$ cat src/rtl/multicycle_control_unit.sv
// Multi-cycle control sequencer for the 16-bit CPU: decodes the latched opcode
// into datapath controls, waits on data-memory ready and counts retired instructions.
module multicycle_control_unit #(
  parameter int MEM_TIMEOUT = 15,
  parameter int COUNT_W     = 16
) (
  input  logic               Clock,
  input  logic               Reset,
  input  logic [3:0]         opcode,
  input  logic               MemReady,
  output logic               RegDst,
  output logic               Branch,
  output logic               MemRead,
  output logic               MemWrite,
  output logic               RegWrite,
  output logic               MemToReg,
  output logic               ALUSrc,
  output logic [1:0]         ALUOp,
  output logic               PCWrite,
  output logic               IRWrite,
  output logic               Illegal,
  output logic               Halted,
  output logic               Fault,
  output logic [2:0]         State,
  output logic [COUNT_W-1:0] InstrCount
);

  localparam logic [2:0] S_IDLE   = 3'd0;
  localparam logic [2:0] S_FETCH  = 3'd1;
  localparam logic [2:0] S_DECODE = 3'd2;
  localparam logic [2:0] S_EXEC   = 3'd3;
  localparam logic [2:0] S_MEM    = 3'd4;
  localparam logic [2:0] S_WB     = 3'd5;
  localparam logic [2:0] S_HALT   = 3'd6;

  localparam logic [3:0] OP_R    = 4'b0000;
  localparam logic [3:0] OP_HALT = 4'b0001;
  localparam logic [3:0] OP_ADDI = 4'b0100;
  localparam logic [3:0] OP_SLTI = 4'b0101;
  localparam logic [3:0] OP_BEQ  = 4'b1000;
  localparam logic [3:0] OP_LW   = 4'b1011;
  localparam logic [3:0] OP_SW   = 4'b1111;

  localparam logic [7:0] WAIT_LAST = 8'(MEM_TIMEOUT - 1);

  logic [2:0]         state_reg, state_next;
  logic [3:0]         opreg;
  logic [7:0]         wait_cnt_reg;
  logic [COUNT_W-1:0] instr_count_reg;
  logic               fault_reg;
  logic               mem_timeout;

  // Timeout fires on the last permitted stalled MEM cycle, so MEM lasts MEM_TIMEOUT cycles.
  assign mem_timeout = (state_reg == S_MEM) && !MemReady && (wait_cnt_reg == WAIT_LAST);

  always_ff @(posedge Clock) begin
    if (Reset) begin
      state_reg       <= S_IDLE;
      opreg           <= 4'd0;
      wait_cnt_reg    <= 8'd0;
      instr_count_reg <= '0;
      fault_reg       <= 1'b0;
    end else begin
      state_reg <= state_next;
      if (state_reg == S_DECODE)
        opreg <= opcode;
      if (state_reg != S_MEM)
        wait_cnt_reg <= 8'd0;
      else if (!MemReady)
        wait_cnt_reg <= wait_cnt_reg + 8'd1;
      if (PCWrite)
        instr_count_reg <= instr_count_reg + 1'b1;
      if (mem_timeout)
        fault_reg <= 1'b1;
    end
  end

  always_comb begin
    state_next = S_FETCH;
    case (state_reg)
      S_FETCH:  state_next = S_DECODE;
      S_DECODE: state_next = (opcode == OP_HALT) ? S_HALT : S_EXEC;
      S_EXEC: begin
        case (opreg)
          OP_R, OP_ADDI, OP_SLTI: state_next = S_WB;
          OP_LW, OP_SW:           state_next = S_MEM;
          default:                state_next = S_FETCH;
        endcase
      end
      S_MEM: begin
        if (mem_timeout)
          state_next = S_HALT;
        else if (!MemReady)
          state_next = S_MEM;
        else if (opreg == OP_SW)
          state_next = S_FETCH;
        else
          state_next = S_WB;
      end
      S_WB:    state_next = S_FETCH;
      S_HALT:  state_next = S_HALT;
      default: state_next = S_FETCH;
    endcase
  end

  always_comb begin
    RegDst   = 1'b0;
    Branch   = 1'b0;
    MemRead  = 1'b0;
    MemWrite = 1'b0;
    RegWrite = 1'b0;
    MemToReg = 1'b0;
    ALUSrc   = 1'b0;
    ALUOp    = 2'b00;
    PCWrite  = 1'b0;
    IRWrite  = 1'b0;
    Illegal  = 1'b0;
    case (state_reg)
      S_FETCH: IRWrite = 1'b1;
      S_EXEC, S_WB: begin
        // WB repeats the EXEC controls so the ALU result stays stable during write-back.
        case (opreg)
          OP_R: begin
            RegDst = 1'b1;
            ALUOp  = 2'b10;
          end
          OP_ADDI, OP_LW, OP_SW: ALUSrc = 1'b1;
          OP_SLTI: begin
            ALUSrc = 1'b1;
            ALUOp  = 2'b11;
          end
          OP_BEQ: begin
            Branch  = 1'b1;
            ALUOp   = 2'b01;
            PCWrite = 1'b1;
          end
          default: begin
            PCWrite = 1'b1;
            Illegal = 1'b1;
          end
        endcase
        if (state_reg == S_WB) begin
          RegWrite = 1'b1;
          PCWrite  = 1'b1;
          Illegal  = 1'b0;
          if (opreg == OP_LW) begin
            MemToReg = 1'b1;
            MemRead  = 1'b1;
          end
        end
      end
      S_MEM: begin
        ALUSrc   = 1'b1;
        MemRead  = (opreg == OP_LW);
        MemWrite = (opreg == OP_SW);
        PCWrite  = (opreg == OP_SW) && MemReady;
      end
      default: ;
    endcase
  end

  assign Halted     = (state_reg == S_HALT);
  assign Fault      = fault_reg;
  assign State      = state_reg;
  assign InstrCount = instr_count_reg;

endmodule

$ cat config.mk
export PLATFORM = sky130hd
export DESIGN_NAME = multicycle_control_unit
export DESIGN_NICKNAME = d
export VERILOG_FILES = /design/src/rtl/multicycle_control_unit.sv
export SDC_FILE = /design/constraint.sdc
export NUM_CORES = 1
export LEC_CHECK = 0
export BUFFER_PORTS_ARGS = -buffer_cell sky130_fd_sc_hd__buf_2
export CAP_MARGIN = 20
export CORE_MARGIN = 1
export CORE_UTILIZATION = 49
export DETAILED_ROUTE_END_ITERATION = 7
export PLACE_DENSITY = 0.79
export SETUP_SLACK_MARGIN = 0.2
export SYNTH_ARGS = -nofsm -noshare
export SYNTH_HDL_FRONTEND = slang
export SYNTH_SLANG_ARGS = --single-unit
$ cat constraint.sdc
create_clock -name Clock -period 1.8 [get_ports Clock]
set_input_delay 0.27 -clock Clock [delete_from_list [all_inputs] [get_ports Clock]]
set_output_delay 0.27 -clock Clock [all_outputs]
set_load 0.01 [all_outputs]
Word level (Yosys, flattened, before mapping):

Index checks and enable logic that the tools add are counted.

* logic and storage cells: 61
* register bits after elaboration: 32
* bits of input ports: 7
* output and inout bits: 33

* eq/ne operators: 14
* multiplexer cells: 28
* $add $sub $neg: 2
* reduce and logical (&&, ||, !) cells: 12

Operators with widths (number)
* 1-bit two-way mux: 17
* 16-bit by 1-bit adder with 16-bit output (second input constant): 1
* 3-bit case mux with 5 select lines: 1
* 4-bit equality test (second input constant): 3
* 3-bit two-way mux: 4
* 3-bit equality test (second input constant): 3
* 8-bit by 1-bit adder with 8-bit output (second input constant): 1
* 4-bit by 3-bit equality test with 1-bit output (second input constant): 2
* 8-bit by 4-bit equality test with 1-bit output (second input constant): 1
* 3-bit by 2-bit equality test with 1-bit output (second input constant): 2
* 1-bit case mux with 2 select lines: 3
* 2-bit case mux with 3 select lines: 1
* 3-bit case mux with 2 select lines: 1
* 2-bit OR reduction: 3
* 6-bit OR reduction: 1
* 5-bit OR reduction: 1
* 4-bit by 1-bit equality test with 1-bit output (second input constant): 1
* 4-bit zero test: 1
* 4-bit OR reduction: 1
* 3-bit by 1-bit equality test with 1-bit output (second input constant): 1
* 1-bit logical AND: 3
* 3-bit inequality test (second input constant): 1
* 3-bit OR reduction: 1
* 2-bit two-way mux: 1
* 1-bit zero test: 1

Logic depth before layout (Yosys ltp):

* word-level depth: 5
* gate-level depth with buffers: 7
* mapped depth without buffers: 6

Worst setup path after synthesis:

OpenSTA, ideal clock, no wires.

* path type: register to register
* start point: reg state_reg[2] (netlist: State[2])
* end point: reg instr_count_reg[12] (netlist: InstrCount[12])
* cell stages (with the launch flop): 6
* required time: 1.677 ns
* arrival: 1.663 ns
* slack: 0.014 ns
* path through: dfxtp_1 > buf_2 > and2b_1 > a41oi_4 > a2111oi_4 > mux2_1

* word-level cells in the longest chain between the ends: 3

Ends and longest elaborated chain
* from (decl): line 46 `logic [2:0] state_reg, state_next;`
* from (signal assigned): line 64 `state_reg <= state_next;`
* 3-bit equality test or 3-bit by 2-bit equality test with 1-bit output (tied branches): line 118, 142
* 1-bit two-way mux or 2-bit OR reduction (tied branches): line 142, 118
* 1-bit case mux with 2 select lines *: line 118 `case (state_reg)`
* to (signal assigned): line 72 `instr_count_reg <= instr_count_reg + 1'b1;`
* to (decl): line 49 `logic [COUNT_W-1:0] instr_count_reg;`

Every way passes the cells marked *; elsewhere a longest branch is shown, timed or not.
A chain may end at the register's enable or synchronous reset.

Worst setup path after layout:

* start point: reg opreg[0]
* end point: reg instr_count_reg[12] (netlist: InstrCount[12])

* word-level cells in the longest chain between the ends: 5

Ends and longest elaborated chain
* from (decl): line 47 `logic [3:0] opreg;`
* from (signal assigned): line 66 `opreg <= opcode;`
* 4-bit equality test, or another cell as far along: line 122, 156
* 5-bit OR reduction (no source line)
* 1-bit two-way mux: line 122 `case (opreg)`
* 1-bit two-way mux: line 142 `if (state_reg == S_WB) begin`
* 1-bit case mux with 2 select lines *: line 118

Marked as above.

==> impl_metrics.csv <==
group,metric,value,unit
synth,synth_top_area_cell,"dfxtp_1",
layout,largest_reg_flops,16,
worst_setup_path,crit_family,"compound AO/OA/AOI/OAI gates",
synth,ys_ff_latch,32,
sta,worst_pin_slew,0.461,ns
clock_tree,clk_path_buf_depth,2,
sta,finalMaxSlewViolations,0,
layout,antennaDiodeCount,0,
sta,period_minus_slack,1.77,ns
clock_tree,cts_inserted_buffers,5,
worst_setup_path,worstSetupPathType,"reg2reg",
outcome,run_status,"finished, final reports clean",
die,die_y,65.8,um
global_route,grt_pass1_vias,1805,
sta,fin_hold_ws,0.254,ns
place,place.gp.congestion,0.801,
routing,viasPerCell,5.75,
clock_tree,clk_latency,0.29,ns
sta,grt_setup_unrepaired,"yes",
synth,ys_seq_area_frac,0.322,
synth,syn_avg_cell_area,8.89,um^2
pwr,clockPowerShare,0.322,
die,num_rows,22,
pwr,sequentialPowerShare,0.477,
layout,nets,306,
worst_setup_path,crit_buf_inv,1,
synth,synth_cell_types,48,
synth,yosysTopAreaCellShare,0.322,
clock_tree,cts_tree,"done",
clock_tree,root_buffer,"clkbuf_8",
die,die_x,65.8,um
pwr,pwr-share-comb,0.201,
global_route,grt_usage,0.256,
pwr,power_density,543,mW/mm^2
die,pin_count,40,
pwr,leakagePower,1.19,nW
worst_setup_path,cp-start-kind,"flip-flop",
min_path,worstHoldStart,"Reset",
die,initial_utilization,0.528,
place,dp.cells,313,
worst_setup_path,required,1.98,ns
sta,fmax,565,MHz
clock_tree,cts.hold.buffers_added,0,
pwr,ir_drop,0.394,mV
routing,dr.pass1.iters,5,
clock_tree,cts.sinks,32,
synth,synthArstFlopShare,0,
die,die_area,0.00432,mm^2
worst_setup_path,timing.rr.start,"opreg[0]$_SDFFE_PP0P_",
layout,stdcell_count,342,
routing,drtIter0Drc,110,
sta,post-route-period-util,0.983,
pwr,p_sw,0.435,mW
worst_setup_path,startpoint,"opreg[0]$_SDFFE_PP0P_",
synth,synthTopCellsByArea,"dfxtp_1 (32%), nor2_1 (6.4%), nor2b_1 (5.3%), mux2_4 (5.3%), mux2_2 (3.4%)",
sta,final.setup_skew,0.00926,ns
routing,dr_total_vias,1965,
routing,routedWlPerCell,16.5,um
global_route,grt_pass1_wl,8400,um
clock_tree,cts_max_level,2,
place,post-dp-hpwl,3230,um
synth,yosysMostFrequentCell,"nor2_1",
layout,drive_above_1_share,0.503,
worst_setup_path,critPathMaxStageDelay,0.36,ns
synth,synthFlopType,"dfxtp_1",
clock_tree,clkTransAtPathRegs,0.07,ns
sta,relSlewSlack,0.691,
pwr,p_sw_frac,0.279,
routing,drc,0,
worst_setup_path,worstPathCellList,"and3_4 > a211o_4 > buf_6 > a2111oi_4 > mux2_4",
routing,routed_wl,5650,um
run,maxCapViolCount,0,
place,port_buffers,39,
sta,hold_violations,0,
synth,ys_warn_count,0,
synth,syn_nets,234,
worst_setup_path,critPathMaxFanout,5,
die,design.core.area,0.00377,mm^2
worst_setup_path,cp_slowest_cell,"dfxtp_4",
global_route,grt_max_degree,18,
sta,setup_viol,0,
layout,area_growth_syn_to_layout,44.2,%
synth,synthCells,224,
global_route,antenna_found_initial,0,
pwr,p_int,1.12,mW
global_route,grt-ovfl-total,0,
min_path,min_path_type,"in2reg",
synth,ys_top_cells_by_count,"nor2_1 (34), dfxtp_1 (32), nor2b_1 (17)",
routing,ant_nets,0,
worst_setup_path,worst_setup_path_end_kind,"flip-flop",
worst_setup_path,arrival,1.95,ns
synth,syn_area,0.00199,mm^2
synth,synth_edf_count,0,
-- layer usage --
layer / track usage / wire (um) / up-vias
li1: - / - / 931
met1: 0.312 / 2410 / 953
met2: 0.418 / 2820 / 65
met3: 0.0538 / 263 / 16
met4: 0.130 / 147 / 0
met5: 0 / 0 / -
-- cell usage in the layout, fill, tap and decap left out, types with 2 or more instances in the layout --
| cell type | netlist | routed |
|---|---|---|
| a211oi_2 | 0 | 6 |
| a21oi_1 | 7 | 5 |
| a21oi_2 | 7 | 2 |
| a21oi_4 | 0 | 7 |
| a31oi_1 | 2 | 2 |
| and2_1 | 2 | 2 |
| and3_1 | 5 | 5 |
| and4_1 | 2 | 2 |
| buf_2 | 1 | 38 |
| buf_4 | 1 | 26 |
| buf_6 | 4 | 16 |
| buf_8 | 0 | 2 |
| clkbuf_8 | 0 | 5 |
| dfxtp_1 | 32 | 24 |
| dfxtp_2 | 0 | 4 |
| dfxtp_4 | 0 | 4 |
| ha_1 | 3 | 3 |
| mux2_4 | 7 | 14 |
| mux2i_1 | 4 | 4 |
| nand2_1 | 10 | 8 |
| nand2b_1 | 4 | 3 |
| nand3_1 | 10 | 8 |
| nand3b_1 | 2 | 2 |
| nand4_1 | 3 | 3 |
| nand4b_1 | 2 | 2 |
| nor2_1 | 34 | 33 |
| nor2b_1 | 17 | 16 |
| nor3_1 | 4 | 2 |
| nor3_2 | 0 | 2 |
| nor3b_2 | 1 | 2 |
| nor4b_1 | 2 | 2 |
| o22a_1 | 2 | 2 |
| xnor2_1 | 2 | 2 |
| xor2_1 | 6 | 6 |
-- final cells by class --
cell class / count / area [um^2]
clock buffers: 5 / 68.8
fillers: 210 / 898
inverters: 1 / 3.75
multi-input cells: 173 / 1460
flip-flops and latches: 32 / 661
well taps: 48 / 60.1
repair buffers: 83 / 616
-- stage by stage --
step	setup WS (ns)	setup TNS [ns]	util	cell area (um^2)	total power, mW
after floorplan	0.0665	0	-	2010	0.895
after global placement	0.0931	0	0.614	2310	0.959
after detailed placement	0.0702	0	0.614	2310	0.963
after CTS	0.0459	0	0.694	2620	1.48
after global routing	-0.0425	-0.0945	0.762	2870	1.61
final	0.0298	0	0.762	2870	1.56
-- logic make-up (layout without fill, tap and decap cells) --
logic type,Yosys count,after routing,synth area share
simple gates,109,109,0.308
compound gates,35,35,0.151
flops,32,32,0.322
buf+inv,19,89,0.0534
mux,18,18,0.112
xor+xnor,8,8,0.0352
fa+ha+maj,3,3,0.0188
-- power groups by stage --
stage | clock network (mW) | logic (mW) | registers [mW]
finish | 0.502 | 0.314 | 0.744
global route | 0.528 | 0.336 | 0.746
CTS | 0.495 | 0.245 | 0.739
detailed placement | 0 | 0.210 | 0.753
global placement | 0 | 0.207 | 0.752
floorplan | 0 | 0.140 | 0.755
-- worst paths after layout --
| kind | cells past startpoint | end | slack, ns |
|---|---|---|---|
| worst max-delay path | 5 | InstrCount[12]$_SDFFE_PP0P_ | 0.03 |
| worst min register to register | 2 | Fault$_SDFFE_PP0N_ | 0.49 |
| worst max register to register | 5 | InstrCount[12]$_SDFFE_PP0P_ | 0.03 |
| worst min-delay path | 2 | State[1]$_SDFF_PP0_ | 0.25 |
-- timing repair --
action                                  CTS  global route
resized for setup                        39            37
pin swaps                                14            10
hold endpoints to repair                  0             0
endpoints found under the setup margin   24            27
setup buffers                            12            12
Note: power is estimated with default switching activity, not from simulation.
